File: src/rtl/cpu_pipe_pkg.sv
// Shared pipeline definitions for the streamline CPU.
// Write-back source encodings and the WB-stage bubble control pattern.
package cpu_pipe_pkg;

    localparam logic [1:0] WB_ALU  = 2'd0;
    localparam logic [1:0] WB_RAM  = 2'd1;
    localparam logic [1:0] WB_LINK = 2'd2;
    localparam logic [1:0] WB_IMM  = 2'd3;

    typedef struct packed {
        logic valid;
        logic we;
    } wb_ctl_t;

    // Control bits of an empty WB slot; rd and data are zeroed alongside.
    localparam wb_ctl_t WB_BUBBLE = '{valid: 1'b0, we: 1'b0};

endpackage

File: src/rtl/wb_sel_mux.sv
// Write-back source selector: ALU, RAM, link address (pc + PC_INC) or immediate.
// Shared by the forwarding tap and the registered write-back path.
module wb_sel_mux
    import cpu_pipe_pkg::*;
#(
    parameter int XLEN   = 32,
    parameter int PC_INC = 1
) (
    input  logic [1:0]      sel,
    input  logic [XLEN-1:0] pc,
    input  logic [XLEN-1:0] alu,
    input  logic [XLEN-1:0] ram,
    input  logic [XLEN-1:0] imm,
    output logic [XLEN-1:0] data
);

    logic [XLEN-1:0] link;

    // Wraps modulo 2^XLEN.
    assign link = pc + XLEN'(PC_INC);

    always_comb begin
        data = alu;
        unique case (sel)
            WB_ALU:  data = alu;
            WB_RAM:  data = ram;
            WB_LINK: data = link;
            WB_IMM:  data = imm;
            default: data = alu;
        endcase
    end

endmodule

File: src/rtl/mem_wb_stage.sv
// MEM/WB pipeline register with write-back select, forwarding tap,
// halt freeze and a saturating retired-instruction counter.
module mem_wb_stage
    import cpu_pipe_pkg::*;
#(
    parameter int XLEN    = 32,
    parameter int RADDR_W = 5,
    parameter int PC_INC  = 1,
    parameter int CNT_W   = 32
) (
    input  logic               clk,
    input  logic               rst,
    input  logic               stall,
    input  logic               flush,
    input  logic               in_valid,
    input  logic               in_halt,
    input  logic               in_regwrite,
    input  logic [1:0]         in_wbsel,
    input  logic [RADDR_W-1:0] in_rd,
    input  logic [XLEN-1:0]    in_pc,
    input  logic [XLEN-1:0]    in_alu,
    input  logic [XLEN-1:0]    in_ram,
    input  logic [XLEN-1:0]    in_imm,
    output logic               wb_valid,
    output logic               wb_we,
    output logic [RADDR_W-1:0] wb_rd,
    output logic [XLEN-1:0]    wb_data,
    output logic               halt_o,
    output logic               fwd_valid,
    output logic [RADDR_W-1:0] fwd_rd,
    output logic [XLEN-1:0]    fwd_data,
    output logic [CNT_W-1:0]   retire_cnt
);

    localparam logic [CNT_W-1:0] CNT_MAX = '1;

    logic [XLEN-1:0] sel_data;
    logic            writes;

    wb_sel_mux #(
        .XLEN   (XLEN),
        .PC_INC (PC_INC)
    ) u_sel (
        .sel  (in_wbsel),
        .pc   (in_pc),
        .alu  (in_alu),
        .ram  (in_ram),
        .imm  (in_imm),
        .data (sel_data)
    );

    // x0 is hardwired zero, so writes to it are dropped here.
    assign writes    = in_valid & in_regwrite & (in_rd != '0);
    assign fwd_valid = writes & ~halt_o;
    assign fwd_rd    = in_rd;
    assign fwd_data  = sel_data;

    always_ff @(posedge clk) begin
        if (rst) begin
            {wb_valid, wb_we} <= WB_BUBBLE;
            wb_rd      <= '0;
            wb_data    <= '0;
            halt_o     <= 1'b0;
            retire_cnt <= '0;
        end else if (halt_o) begin
            {wb_valid, wb_we} <= WB_BUBBLE;
            wb_rd   <= '0;
            wb_data <= '0;
        end else if (stall) begin
            wb_valid <= wb_valid;
        end else if (flush) begin
            {wb_valid, wb_we} <= WB_BUBBLE;
            wb_rd   <= '0;
            wb_data <= '0;
        end else begin
            wb_valid <= in_valid;
            wb_we    <= writes;
            wb_rd    <= in_rd;
            wb_data  <= sel_data;
            halt_o   <= in_valid & in_halt;
            if (in_valid && retire_cnt != CNT_MAX)
                retire_cnt <= retire_cnt + CNT_W'(1);
        end
    end

endmodule

File: config.mk
export PLATFORM = sky130hd
export DESIGN_NAME = mem_wb_stage
export DESIGN_NICKNAME = d
export VERILOG_FILES = /design/src/rtl/cpu_pipe_pkg.sv /design/src/rtl/wb_sel_mux.sv /design/src/rtl/mem_wb_stage.sv
export SDC_FILE = /design/constraint.sdc
export NUM_CORES = 1
export LEC_CHECK = 0
export CAP_MARGIN = 20
export CORE_UTILIZATION = 42
export DETAILED_ROUTE_END_ITERATION = 6
export GPL_ROUTABILITY_DRIVEN = 1
export HOLD_SLACK_MARGIN = 0.15
export PLACE_DENSITY = 0.86
export SYNTH_ARGS = -nofsm -noshare
export SYNTH_HDL_FRONTEND = slang
export SYNTH_HIERARCHICAL = 1
export SYNTH_SLANG_ARGS = --single-unit
File: constraint.sdc
create_clock -name clk -period 3.4 [get_ports clk]
set_input_delay 0.34 -clock clk [delete_from_list [all_inputs] [get_ports clk]]
set_output_delay 0.34 -clock clk [all_outputs]
set_load 0.02 [all_outputs]
==> results of run 1 <==
## cells by family after synthesis
family / share of synthesized area [%]
buffers and inverters: 4.688
adders and majority gates: 0.5515
and+or+nand+nor: 24.99
AOI/OAI and AO/OA: 13.93
muxes: 15.77
xor gates and xnor gates: 8.301
DFF: 31.77
## worst min-delay path: stages (launching register included)
cell and delay (ps):
dfxtp_1 320, nand2_1 70, a21oi_1 60
## power groups by stage
stage	clock network, mW	registers (mW)	logic, mW
floorplan	0	0.922	0.251
finish	0.852	0.878	0.681
detailed placement	0	0.896	0.679
CTS	0.862	0.878	0.681
global route	0.906	0.880	0.713
global placement	0	0.896	0.675
## path summary, 6_finish.rpt
path                      start  slack (ps)       endpoint
setup reg to reg  retire_cnt[0]         780  retire_cnt[8]
hold reg to reg           wb_we         500          wb_we
hold / removal            wb_we         500          wb_we
setup / recovery      in_pc[14]          60   fwd_data[20]
## registers in the layout, summed over array words and instances (netlist names)
| name | cells |
|---|---|
| retire_cnt | 32 |
| wb_data | 32 |
| wb_we | 1 |
| halt_o | 1 |
| wb_valid | 1 |
| wb_rd | 5 |
## through the flow
stage	TNS, ps	hold WS [ps]	std cells	util (%)
finish	0	501.0	900	73.45
global route	0	513.7	900	73.45
CTS	-16.49	504.3	900	73.21
detailed placement	-281.4	493.1	884	70.68
global placement	-224.6	454.3	884	70.68
floorplan	0	484.1	494	-
## cell usage in the layout (no fill, tap or decap), types with 4 or more instances in the layout
cell / netlist / final
and3_1: 10 / 10
a22oi_1: 39 / 39
dfxtp_1: 72 / 72
clkbuf_8: 0 / 11
buf_4: 5 / 42
or4_1: 11 / 11
a21oi_1: 19 / 19
mux4_2: 28 / 28
and4_1: 4 / 4
nor4_1: 7 / 5
clkdlybuf4s50_1: 0 / 238
nand2_1: 29 / 29
or3_1: 6 / 6
xnor2_1: 31 / 31
nand4_1: 23 / 23
nand3_1: 21 / 21
o21ai_0: 8 / 8
nor2_1: 67 / 66
xor2_1: 12 / 12
inv_1: 6 / 6
a311oi_1: 4 / 4
o31ai_1: 8 / 8
o21bai_1: 4 / 4
dlymetal6s2s_1: 0 / 10
## final cells by class
cell class | count | area [um2] | area share (%)
clock buffers | 11 | 151.4 | 1.979
clock inverters | 5 | 102.6 | 1.341
inverters | 6 | 22.52 | 0.2944
multi-input cells | 376 | 2898 | 37.87
flip-flops and latches | 72 | 1441 | 18.84
well taps | 136 | 170.2 | 2.224
repair buffers | 294 | 2865 | 37.45
## layer usage
| metal | GRT usage (%) | part of all wire [%] | vias to the layer above |
|---|---|---|---|
| met1 | 38.80 | 39 | 2543 |
| met3 | 10.30 | 9.1 | 36 |
| met2 | 53.92 | 49 | 283 |
| met5 | 0 | 0 | - |
| met4 | 10.81 | 3.2 | 0 |
| li1 | - | - | 2405 |
## timing repair
| item | CTS | global route |
|---|---|---|
| hold buffers | 0 | 0 |
| gates resized for setup | 4 | 10 |
| setup endpoints to repair | 7 | 10 |
| buffers inserted | 0 | 0 |
==> out/results.ini, run 1 <==
[power_and_ir_drop]
sequentialPowerShare_pct = 36.4
swShare_pct = 26.58
internal_power_mw = 1.770
leakage_nw = 2.761
peakVddDrop_mv = 0.2057
p_clk_share_pct = 35.4
powerDensity_nw_per_um2 = 315.1
power.switching_uw = 640.9
pwr-share-comb_pct = 28.2
finalPower_mw = 2.411

[finish]
post-route-cell-area_um2 = 7651
drive_gt1_share_pct = 13.87
fin_nets = 903
diodes = 0
fill_cells = 768
syn2layout_area_growth_pct = 68.64

[die]
row_count = 37
core_area_um2 = 10420
fp.dieW_um = 105.9
initial_core_util_pct = 43.56
dieArea_um2 = 11220
io_pins = 252
dieHeight_um = 105.9

[clocking]
clkSlewWorstSetupHoldPaths_ps = 70
cts_tree = yes
cts-root-buf = clkbuf_8
cts-buffers-inserted = 9
cts.sinks = 72
insertion_delay_ps = 360
htreeDepth = 3
cts_buffer_depth = 2

[timing]
finClkSkew_ps = 6.415
worst_pin_slew_ps = 793.6
slew_headroom_pct = 47.09
hold_violations = 0
rsz0062_at_grt = false
finalSetupViolations = 0
fin_crit_sh_pct = 98.11
setup_slack_ps = 64.35
drv_slew = 0
max_freq_ghz = 0.2998
period_needed_ps = 3336

[logic_synthesis]
synth.largest_area_cell = dfxtp_1
yosysSeqAreaShare_pct = 31.77
synth.area.top_cells = dfxtp_1, mux4_2, a22oi_1
yosysMostFrequentCell = dfxtp_1
synthCells = 494
async_flop_share_pct = 0
synth_seq_cells = 72
syn_area_per_cell_um2 = 9.184
synth_top_area_share_pct = 31.77
yosysWarnings = 6
synth_ff_type = dfxtp_1
syn-cell-area_um2 = 4537
yosys.cell_types.count = 53
synth_edf_count = 0
syn_nets = 638
synth_commonest_cells = dfxtp_1, nor2_1, a22oi_1

[global_route]
grt_antenna_before_repair = 0
grt_pass1_wl_um = 27430
track_usage_pct = 32.13
grt_pass1_vias = 5137
overflow = 0
grt_max_degree = 43

[min_path]
hold_class = register to register
hold_depth = 2

[routing]
route.vias.total = 5267
ant_nets = 0
avgViaCountPerCell = 5.852
routedWlPerCell_um = 20.09
drt-total-wl_um = 18090
drc = 0
drt_first_pass_iters = 5
initialDrtViolationCount = 403

[placed_design]
dp_hpwl_um = 14590
place_ws_ps = -68.72
portBuffers = 251
placed_area_um2 = 7362
gp_congestion = 0.9244

[critical_path]
required_ps = 3060
crit_cells = 8
cp_common_cell = clkdlybuf4s50_1
worstPathArrival_ps = 3000
ff2ff_path_depth = 6
slowest_delay_ps = 570
critical_path.slowest_cell = clkdlybuf4s50_1
cp-end-kind = primary output
crit_chain = clkdlybuf4s50_1 > nand4_1 > nor4_2 > buf_4 > nand3_1 > xnor2_1 > mux4_2 > clkdlybuf4s50_1
critPathTopFamily = buffers and inverters
cp-start-kind = primary input
cp_num_buf_inv = 3
worstPathMaxFanout = 7
crit_type = primary input to primary output

[outcome]
status = finished clean

[run]
cap_viol_max_count = 0

No activity file was read; power rests on OpenSTA's default activity.
==> run 2, diff against run 1 <==
--- a/config.mk
+++ b/config.mk
@@ -5,6 +5,7 @@
 export SDC_FILE = /design/constraint.sdc
 export NUM_CORES = 1
 export LEC_CHECK = 0
+export ABC_CLOCK_PERIOD_IN_PS = 3400
 export CAP_MARGIN = 20
 export CORE_UTILIZATION = 42
 export DETAILED_ROUTE_END_ITERATION = 6
==> results of run 2 <==
The final DEF is identical to that of run 1; final timing and power are the same.
